===== config.mk =====
export PLATFORM = sky130hd
export DESIGN_NAME = reg_bus_master
export DESIGN_NICKNAME = d
export VERILOG_FILES = /design/src/rtl/reg_bus_master.sv
export SDC_FILE = /design/constraint.sdc
export NUM_CORES = 1
export LEC_CHECK = 0
export ABC_AREA = 1
export ABC_CLOCK_PERIOD_IN_PS = 1910
export CORE_ASPECT_RATIO = 1.5
export CORE_MARGIN = 2
export CORE_UTILIZATION = 39
export DETAILED_ROUTE_END_ITERATION = 8
export GPL_ROUTABILITY_DRIVEN = 0
export GPL_TIMING_DRIVEN = 0
export PLACE_DENSITY = 0.81
export SLEW_MARGIN = 20
export SYNTH_ARGS = -nofsm -noshare
export SYNTH_HDL_FRONTEND = slang
export SYNTH_SLANG_ARGS = --single-unit

===== constraint.sdc =====
create_clock -name clk -period 1.91 [get_ports clk]
set_input_delay 0.382 -clock clk [delete_from_list [all_inputs] [get_ports clk]]
set_output_delay 0.382 -clock clk [all_outputs]
set_load 0.01 [all_outputs]

===== src/rtl/reg_bus_master.sv =====
// Register-bus initiator: one command at a time in, bus cycles out, response back.
// Define REG_BUS_MASTER_RMW_EN to build read-modify-write (op 10); otherwise op 10 is rejected.
module reg_bus_master #(
  parameter int ADDR_W = 10,
  parameter int DATA_W = 32
) (
  input  logic              clk,
  input  logic              rst_n,
  input  logic              cmd_valid,
  output logic              cmd_ready,
  input  logic [1:0]        cmd_op,
  input  logic [ADDR_W-1:0] cmd_addr,
  input  logic [DATA_W-1:0] cmd_wdata,
  input  logic [DATA_W-1:0] cmd_mask,
  output logic              rsp_valid,
  input  logic              rsp_ready,
  output logic [DATA_W-1:0] rsp_rdata,
  output logic              rsp_err,
  output logic              wr_en,
  output logic              rd_en,
  output logic [ADDR_W-1:0] addr,
  output logic [DATA_W-1:0] wdata,
  input  logic [DATA_W-1:0] rdata
);

  localparam logic [1:0] OP_WRITE = 2'b01;
  localparam logic [1:0] OP_RMW   = 2'b10;
  localparam logic [1:0] OP_RSVD  = 2'b11;

  typedef enum logic [1:0] {IDLE, RD, WR, RSP} state_t;

  state_t              state;
  state_t              state_next;
  logic [1:0]          op_q;
  logic [ADDR_W-1:0]   addr_q;
  logic [DATA_W-1:0]   wdata_q;
  logic [DATA_W-1:0]   data_q;
  logic                err_q;
  logic                cmd_fire;
  logic                cmd_bad;
  logic                rmw_ok;
  logic [DATA_W-1:0]   wr_word;

`ifdef REG_BUS_MASTER_RMW_EN
  logic [DATA_W-1:0]   mask_q;

  assign rmw_ok = 1'b1;

  always_ff @(posedge clk) begin
    if (!rst_n) begin
      mask_q <= '0;
    end else if (cmd_fire) begin
      mask_q <= cmd_mask;
    end
  end

  assign wr_word = (op_q == OP_RMW) ? ((data_q & ~mask_q) | (wdata_q & mask_q)) : wdata_q;
`else
  logic unused_mask;

  assign rmw_ok      = 1'b0;
  assign unused_mask = ^cmd_mask;
  assign wr_word     = wdata_q;
`endif

  assign cmd_fire = cmd_valid && (state == IDLE);
  // Misaligned, reserved or not-built ops go straight to the response with no bus cycle.
  assign cmd_bad  = (cmd_addr[1:0] != 2'b00) || (cmd_op == OP_RSVD) ||
                    ((cmd_op == OP_RMW) && !rmw_ok);

  always_ff @(posedge clk) begin
    if (!rst_n) begin
      state <= IDLE;
    end else begin
      state <= state_next;
    end
  end

  always_comb begin
    state_next = state;
    case (state)
      IDLE: begin
        if (cmd_fire) begin
          if (cmd_bad) begin
            state_next = RSP;
          end else if (cmd_op == OP_WRITE) begin
            state_next = WR;
          end else begin
            state_next = RD;
          end
        end
      end
      RD:      state_next = ((op_q == OP_RMW) && rmw_ok) ? WR : RSP;
      WR:      state_next = RSP;
      RSP:     state_next = rsp_ready ? IDLE : RSP;
      default: state_next = IDLE;
    endcase
  end

  // data_q is cleared on accept so WRITE and rejected commands report 0.
  always_ff @(posedge clk) begin
    if (!rst_n) begin
      op_q    <= '0;
      addr_q  <= '0;
      wdata_q <= '0;
      data_q  <= '0;
      err_q   <= 1'b0;
    end else begin
      if (cmd_fire) begin
        op_q    <= cmd_op;
        addr_q  <= cmd_addr;
        wdata_q <= cmd_wdata;
        data_q  <= '0;
        err_q   <= cmd_bad;
      end
      if (state == RD) begin
        data_q <= rdata;
      end
    end
  end

  always_comb begin
    cmd_ready = 1'b0;
    rsp_valid = 1'b0;
    rsp_rdata = '0;
    rsp_err   = 1'b0;
    rd_en     = 1'b0;
    wr_en     = 1'b0;
    addr      = '0;
    wdata     = '0;
    case (state)
      IDLE: cmd_ready = 1'b1;
      RD: begin
        rd_en = 1'b1;
        addr  = addr_q;
      end
      WR: begin
        wr_en = 1'b1;
        addr  = addr_q;
        wdata = wr_word;
      end
      RSP: begin
        rsp_valid = 1'b1;
        rsp_err   = err_q;
        rsp_rdata = data_q;
      end
      default: cmd_ready = 1'b0;
    endcase
  end

endmodule

Word-level counts from Yosys, hierarchy flattened:

Index checks and enable logic that the tools add are counted.

* register bits: 77
* input port bits: 112
* output and inout bits: 79
* logic and storage cells: 34

* equality and inequality tests: 7
* mux-type cells: 15
* reduce and logical (&&, ||, !) cells: 7

Operators with widths (number)
* two-way mux 32 bit: 4
* two-way mux 10 bit: 1
* == test 2 bit (second input constant): 4
* two-way mux 2 bit: 4
* case mux 2 bit (3 select lines): 1
* two-way mux 1 bit: 5
* == test 2 x 1 -> 1 bit (second input constant): 2
* nonzero test 2 bit: 2
* zero test 2 bit: 1
* logical OR 1 bit: 2
* != test 2 bit (second input constant): 1
* OR reduction 2 bit: 1
* logical AND 1 bit: 1

Depth between registers and ports, before layout:

Gate-level depths: netlist of run 1.

* depth after elaboration: 6
* depth in mapped cells: 8

Worst setup path before layout of run 1:

Ideal clock, no wire load.

* kind: register to output
* start point: register state[0]
* end point: output addr[0]
* data arrival time: 1.133 ns
* data required time: 1.528 ns
* setup slack: 0.395 ns
* stages on the path, launching flop included: 6
* buffers on the path: 1
* cells stage by stage: dfxtp_1 -> inv_1 -> ha_1 -> clkbuf_1 -> nand2_1 -> inv_1

* word-level cells in the longest chain between the ends: 3
* elaborated cells between the ends (all ways): 4
* classes of those cells: eq/ne (2); mux (1); reduce/logical (1)

RTL lines
* start: declaration: RTL line 32 `state_t state;`
* start signal: assignment: RTL line 75 `state <= state_next;`
* == test 2 x 1 -> 1 bit or == test 2 bit (tied branches): RTL line 131 `case (state)`
* OR reduction 2 bit (no line) (*)
* two-way mux 10 bit (*): RTL line 131
* end: declaration: RTL line 21 `output logic [ADDR_W-1:0] addr,`

Every way passes the cells marked *; elsewhere a longest branch is shown, timed or not.

Worst setup path after layout of run 1:

* start point: register state[1]
* end point: output rsp_rdata[14]

* word-level cells in the longest chain between the ends: 2

RTL lines
* == test 2 bit: RTL line 131
* two-way mux 32 bit: RTL line 131
* end: declaration: RTL line 17 `output logic [DATA_W-1:0] rsp_rdata,`

Every way passes these cells.

==> results.sh, run 1 <==
export IMPL_drive_above_1_share_pct=16.88
export IMPL_clkTransAtPathRegs_ns=0.05
export IMPL_start_kind="flip-flop"
export IMPL_syn_avg_cell_area_um2=6.719
export IMPL_synth_edf_count=0
export IMPL_placedCellCount=788
export IMPL_grt_overflow=0
export IMPL_r2r_cells=11
export IMPL_relSlewSlack_pct=70.02
export IMPL_dp_hpwl_um=7478
export IMPL_cts_buffers=9
export IMPL_syn_nets=638
export IMPL_die_h_um=120.0
export IMPL_path_class="flip-flop to primary output"
export IMPL_ff2ff_setup_slack_ns=0.43
export IMPL_period_needed_ns=1.975
export IMPL_setup_ws_ns=-0.06546
export IMPL_fin_tns_setup_ns=-0.1155
export IMPL_cp_slowest_cell="dfxtp_4"
export IMPL_skew_ns=0.003927
export IMPL_drc=0
export IMPL_p_leak_nw=3.224
export IMPL_insertion_delay_ns=0.33
export IMPL_fmax_mhz=506.2
export IMPL_drt_iter0_markers=116
export IMPL_sw_frac_of_total_pct=35.79
export IMPL_yosys_warnings=0
export IMPL_hold_ws_ns=0.3573
export IMPL_first_global_vias=3614
export IMPL_violations="negative setup slack"
export IMPL_hold_violations=0
export IMPL_internal_power_mw=4.378
export IMPL_rsz0062_at_grt="true"
export IMPL_htree_levels=3
export IMPL_wl_um=10230
export IMPL_n_fill_cell=821
export IMPL_synth_area_mm2=0.003501
export IMPL_multi_input_area_mm2=0.001438
export IMPL_crit_reg2reg_capture="state[1]"
export IMPL_synth_distinct_cells=16
export IMPL_critPathCaptureType="primary output"
export IMPL_grt_pass1_wl_um=16140
export IMPL_stdcell_count=809
export IMPL_hold_buffers=0
export IMPL_dieWidth_um=81.36
export IMPL_viasPerCell=4.671
export IMPL_drt_pass1_iterations=4
export IMPL_peakVddDrop_v=0.0007169
export IMPL_arrival_ns=1.59
export IMPL_p_sw_mw=2.441
export IMPL_setup_viol=3
export IMPL_required_ns=1.53
export IMPL_clkPwrFrac_pct=22.6
export IMPL_track_usage_pct=21.20
export IMPL_root_buffer="clkbuf_16"
export IMPL_detail_route_antenna_nets=0
export IMPL_pwr_share_comb_pct=44.2
export IMPL_initial_core_util_pct=39.89
export IMPL_status="finished, violations left"
export IMPL_dieArea_mm2=0.009766
export IMPL_hold_end="wdata_q[19]"
export IMPL_avgRoutedWirePerCell_um=12.65
export IMPL_power_density_mw_per_mm2=1240
export IMPL_synth_seq_cells=77
export IMPL_antenna_found_initial=0
export IMPL_worst_pin_slew_ns=0.4497
export IMPL_hold_start="rst_n"
export IMPL_antenna_cells=0
export IMPL_cts_tree="yes"
export IMPL_vias=3779
export IMPL_cap_violations=0
export IMPL_seq_power_share_pct=33.2
export IMPL_synth_ff_type="dfxtp_1"
export IMPL_core_mm2=0.008776
export IMPL_io_buffers=157
export IMPL_hold_depth=3
export IMPL_syn_to_final_growth_pct=57.11
export IMPL_nNetsFinal=813
export IMPL_cp_slowest_stage_delay_ns=0.37
export IMPL_p_total_mw=6.819
export IMPL_synth_cells=521
export IMPL_yosysSeqAreaShare_pct=44.03
export IMPL_worst_path_max_fanout=10
export IMPL_r2r_start="state[1]"
export IMPL_num_rows=42
export IMPL_postLayoutCoreUtil_pct=62.67
export IMPL_cts_sinks=77
export IMPL_path_cells="ha_4 -> buf_6 -> buf_12 -> buf_8 -> nand2_1 -> inv_1 -> clkdlybuf4s15_2"
export IMPL_slew_viol_final=0
export IMPL_ys_async_sr_fraction_pct=0
export IMPL_grt_start_max_net_pins=12
export IMPL_hold_class="input port to flip-flop"
export IMPL_post_route_period_util_pct=103.4
export IMPL_pin_count=191
export IMPL_clock_path_buffers=2
export IMPL_seqCellArea_mm2=0.001549
==> area by class of cell <==
| class | instances | share of cell area (%) |
|---|---|---|
| plain buffers | 34 | 5.232 |
| clock buffers | 12 | 4.663 |
| clock inverters | 2 | 0.1820 |
| inverters | 88 | 6.142 |
| multi-input cells | 321 | 26.14 |
| flip-flops and latches | 77 | 28.16 |
| well taps | 110 | 2.502 |
| repair buffers | 165 | 26.98 |
==> synthesized netlist by cell type (2+ instances only) <==
cell type	n	area, µm²
o21ai_1	30	150.1
a21oi_1	32	160.2
ha_1	5	62.56
nor2_1	89	334.1
nand2_1	114	427.9
nand3_1	34	170.2
buf_6	7	78.83
dfxtp_1	77	1541
inv_2	2	7.510
clkbuf_1	2	7.510
buf_4	8	60.06
inv_1	86	322.8
o21ai_0	15	75.07
buf_2	18	90.09
==> critical path, delay by kind of cell, from the launching register on <==
family | cells | cell delay, ns
buf+inv | 5 | 0.63
flops | 1 | 0.37
fa+ha+maj | 1 | 0.17
simple gates | 1 | 0.08
==> how the worst max path moves through the flow <==
stage          startpoint             to  cells after the start
2_1_floorplan    state[0]        addr[0]                      5
3_3_place_gp     state[1]        addr[0]                      6
3_5_place_dp     state[0]        addr[1]                      6
4_1_cts          state[0]       wdata[4]                      6
5_1_grt          state[1]  rsp_rdata[14]                      7
6_report         state[1]  rsp_rdata[14]                      7
==> placed cells by master, fill, tap and decap left out, types with 3 or more instances in the layout <==
cell type / Yosys / routed
clkbuf_16: 0 / 9
inv_2: 2 / 3
dfxtp_1: 77 / 75
dlymetal6s2s_1: 0 / 17
ha_4: 0 / 3
buf_4: 8 / 10
o21ai_1: 30 / 30
nand2_2: 1 / 4
inv_1: 86 / 83
dlygate4sd2_1: 0 / 11
nand3_1: 34 / 34
buf_8: 0 / 3
clkbuf_2: 0 / 21
o21ai_0: 15 / 15
buf_6: 7 / 16
buf_12: 0 / 3
a21oi_1: 32 / 32
nand2_1: 114 / 111
buf_2: 18 / 36
clkdlybuf4s50_1: 0 / 79
nor2_1: 89 / 89
==> per-layer routing <==
metal	track usage (%)	part of all wire (%)	vias to the layer above	routed length [µm]
met5	0	0	-	0
met4	10.06	2.7	0	274
met3	5.038	6.5	20	662
met2	37.91	52	123	5360
met1	22.63	38	1720	3932
li1	-	-	1916	-
==> cells by family after synthesis <==
group                    after synthesis  share of synthesized area [%]
adder cells (fa/ha/maj)                5                          1.787
AND/OR/NAND/NOR                      238                          26.80
flip-flops                            77                          44.03
buffers and inverters                123                          16.19
AO/OA/AOI/OAI                         78                          11.19
==> registers in the layout (all words and copies together), names as in the netlist <==
register / count
data_q: 32
state: 2
wdata_q: 32
addr_q: 10
err_q: 1
==> through the flow <==
stage               setup WS (ns)  instance area, µm²
floorplan                  0.3947                3501
global placement          -0.2647                5210
detailed placement        -0.3080                5210
CTS                       -0.2105                5592
global route              -0.1107                5500
finish                   -0.06546                5500
==> repair_timing <==
| item | in CTS | in global routing |
|---|---|---|
| buffers inserted | 7 | 1 |
| endpoints found under the hold margin | 0 | 0 |
| setup endpoints to repair | 78 | 51 |
| pin swaps | 3 | 0 |
| gates resized for setup | 160 | 87 |
==> power groups by stage <==
stage / logic [mW] / clock network (mW) / registers (mW)
after detailed placement: 2.68 / 0 / 2.25
final: 3.01 / 1.54 / 2.26
after global placement: 2.63 / 0 / 2.23
after CTS: 3.00 / 1.57 / 2.24
after global routing: 3.34 / 1.62 / 2.31
after floorplan: 1.70 / 0 / 2.20
Note: power is estimated with default switching activity, not from simulation.
==> run 2: changes to the inputs <==
--- a/config.mk
+++ b/config.mk
@@ -14,6 +14,7 @@
 export GPL_ROUTABILITY_DRIVEN = 0
 export GPL_TIMING_DRIVEN = 0
 export PLACE_DENSITY = 0.81
+export SKIP_CTS_REPAIR_TIMING = 1
 export SLEW_MARGIN = 20
 export SYNTH_ARGS = -nofsm -noshare
 export SYNTH_HDL_FRONTEND = slang
==> run 2 against run 1 <==
  * The run still ends with negative setup slack left
  * Flip-flop and latch count stayed put
  * Die area stayed put
  * Routed wire length is 0.94% higher
  * Clock skew is 0.00066 ns higher
  * Critical path depth is 1 higher
  * Global-route usage is 0.49 points lower
  * Via count is 0.61% higher
  * Design area is 3.4% higher
  * First-iteration DRC count is 3.4% higher
  * Clock power hardly changed
  * Clock-buffer cell count stayed put
  * Highest routed layer unchanged
==> results.sh, run 2 (synthesized netlist as in run 1, its figures left out) <==
export IMPL_status="finished, violations left"
export IMPL_violations="negative setup slack"
export IMPL_viasPerCell=4.711
export IMPL_rsz0062_at_grt="true"
export IMPL_grt_busiest_layer="met2"
export IMPL_setup_viol=10
export IMPL_io_buffers=157
export IMPL_hold_class="input port to flip-flop"
export IMPL_antenna_found_initial=0
export IMPL_grt_util_met2_pct=36.78
export IMPL_crit_top_cell="buf_4"
export IMPL_dieWidth_um=81.36
export IMPL_peakVddDrop_v=0.0007034
export IMPL_arrival_ns=1.57
export IMPL_clkTransAtPathRegs_ns=0.05
export IMPL_internal_power_mw=4.284
export IMPL_dieArea_mm2=0.009766
export IMPL_grt_overflow=0
export IMPL_hold_depth=3
export IMPL_cts_sinks=77
export IMPL_vias=3802
export IMPL_worst_pin_slew_ns=0.4342
export IMPL_die_h_um=120.0
export IMPL_cp_slowest_stage_delay_ns=0.38
export IMPL_detail_route_antenna_nets=0
export IMPL_antenna_cells=0
export IMPL_reg_largest_list="data_q (32), wdata_q (32), addr_q (10)"
export IMPL_cap_violations=0
export IMPL_p_sw_mw=2.378
export IMPL_fin_tns_setup_ns=-0.3049
export IMPL_clock_path_buffers=2
export IMPL_fmax_mhz=513.2
export IMPL_start_kind="flip-flop"
export IMPL_clkPwrFrac_pct=23.0
export IMPL_power_density_mw_per_mm2=1171
export IMPL_cp_slowest_cell="dfxtp_4"
export IMPL_drive_above_1_share_pct=11.05
export IMPL_avgRoutedWirePerCell_um=12.80
export IMPL_drt_iter0_markers=120
export IMPL_r2r_cells=7
export IMPL_path_cells="inv_4 -> ha_4 -> buf_4 -> buf_4 -> buf_6 -> nand2_1 -> inv_1 -> clkbuf_2"
export IMPL_pwr_share_comb_pct=43.1
export IMPL_pin_count=191
export IMPL_hold_violations=0
export IMPL_worst_path_max_fanout=10
export IMPL_p_total_mw=6.662
export IMPL_num_rows=42
export IMPL_cts_buffers=9
export IMPL_drc=0
export IMPL_initial_core_util_pct=39.89
export IMPL_grt_pass1_wl_um=15760
export IMPL_path_class="flip-flop to primary output"
export IMPL_slew_viol_final=0
export IMPL_htree_levels=3
export IMPL_critPathCaptureType="primary output"
export IMPL_seq_power_share_pct=33.9
export IMPL_skew_ns=0.004588
export IMPL_final_cell_mix="114 x nand2_1, 89 x nor2_1, 84 x inv_1"
export IMPL_cts_tree="yes"
export IMPL_post_route_period_util_pct=102.0
export IMPL_sw_frac_of_total_pct=35.69
export IMPL_dp_hpwl_um=7478
export IMPL_track_usage_pct=20.71
export IMPL_root_buffer="clkbuf_16"
export IMPL_drt_pass1_iterations=4
export IMPL_use_met3_pct=5.113
export IMPL_setup_ws_ns=-0.03867
export IMPL_wl_um=10330
export IMPL_relSlewSlack_pct=71.06
export IMPL_insertion_delay_ns=0.33
export IMPL_core_mm2=0.008776
export IMPL_required_ns=1.53
export IMPL_first_global_vias=3557
export IMPL_met1_usage_pct=22.16
export IMPL_syn_to_final_growth_pct=62.51
export IMPL_nNetsFinal=811
export IMPL_p_leak_nw=3.898
export IMPL_period_needed_ns=1.949
export IMPL_mostFrequentLayoutCell="nand2_1"
export IMPL_postLayoutCoreUtil_pct=64.83
export IMPL_grt_start_max_net_pins=12
run 2: cell types whose count changed in the layout (fill, tap and decap cells not counted):
cell | previous run | this run
buf_12 | 3 | 0
buf_2 | 36 | 11
buf_4 | 10 | 14
buf_6 | 16 | 14
buf_8 | 3 | 0
clkbuf_2 | 21 | 15
clkdlybuf4s15_2 | 2 | 0
clkdlybuf4s50_1 | 79 | 80
dlygate4sd2_1 | 11 | 0
dlymetal6s2s_1 | 17 | 62
inv_1 | 83 | 84
inv_6 | 1 | 0
nand2_1 | 111 | 114
nand2_2 | 4 | 1
run 2: layout make-up:
cell class / instances / area, µm²
multi-input cells: 321 / 1430
well taps: 110 / 137.6
clock buffers: 12 / 256.5
flip-flops and latches: 77 / 1549
inverters: 88 / 332.8
clock inverters: 2 / 10.01
fillers: 759 / 3087
repair buffers: 163 / 1697
plain buffers: 34 / 276.5
run 2: path summary, 6_finish.rpt:
check / start / endpoint / slack [ns]
worst max-delay path: state[0] / wdata[18] / -0.04
worst min-delay path: rst_n / wdata_q[19] / 0.36
worst max register to register: state[1] / data_q[26] / 0.50
worst min register to register: data_q[30] / data_q[30] / 0.48
run 2: routing by layer:
metal / routed length, µm / vias to the layer above / share of wire (%)
met1: 3874 / 1744 / 38
met3: 642 / 16 / 6.2
met4: 232 / 0 / 2.2
li1: - / 1916 / -
met2: 5577 / 126 / 54
met5: 0 / - / 0
run 2: stage by stage:
| step | instance area (µm²) | hold slack (ns) | instances | setup slack (ns) |
|---|---|---|---|---|
| after floorplan | 3501 | 0.4549 | 521 | 0.3947 |
| after global placement | 5210 | 0.4640 | 788 | -0.2647 |
| after detailed placement | 5210 | 0.4712 | 788 | -0.3080 |
| after CTS | 5477 | 0.3480 | 802 | -0.6603 |
| after global routing | 5689 | 0.3859 | 807 | -0.09592 |
| final | 5689 | 0.3601 | 807 | -0.03867 |
run 2: power groups by stage:
stage	clock [mW]	combinational [mW]	sequential (mW)
after floorplan	0	1.70	2.20
after global placement	0	2.63	2.23
after detailed placement	0	2.68	2.25
after CTS	1.57	2.70	2.22
after global routing	1.63	3.19	2.30
final	1.53	2.87	2.26
run 2: critical path: cells and delay by family, from the launching register on:
kind	cells	cell delay, ns
adders and majority gates	1	0.18
buffers and inverters	6	0.61
DFF	1	0.38
and+or+nand+nor	1	0.07
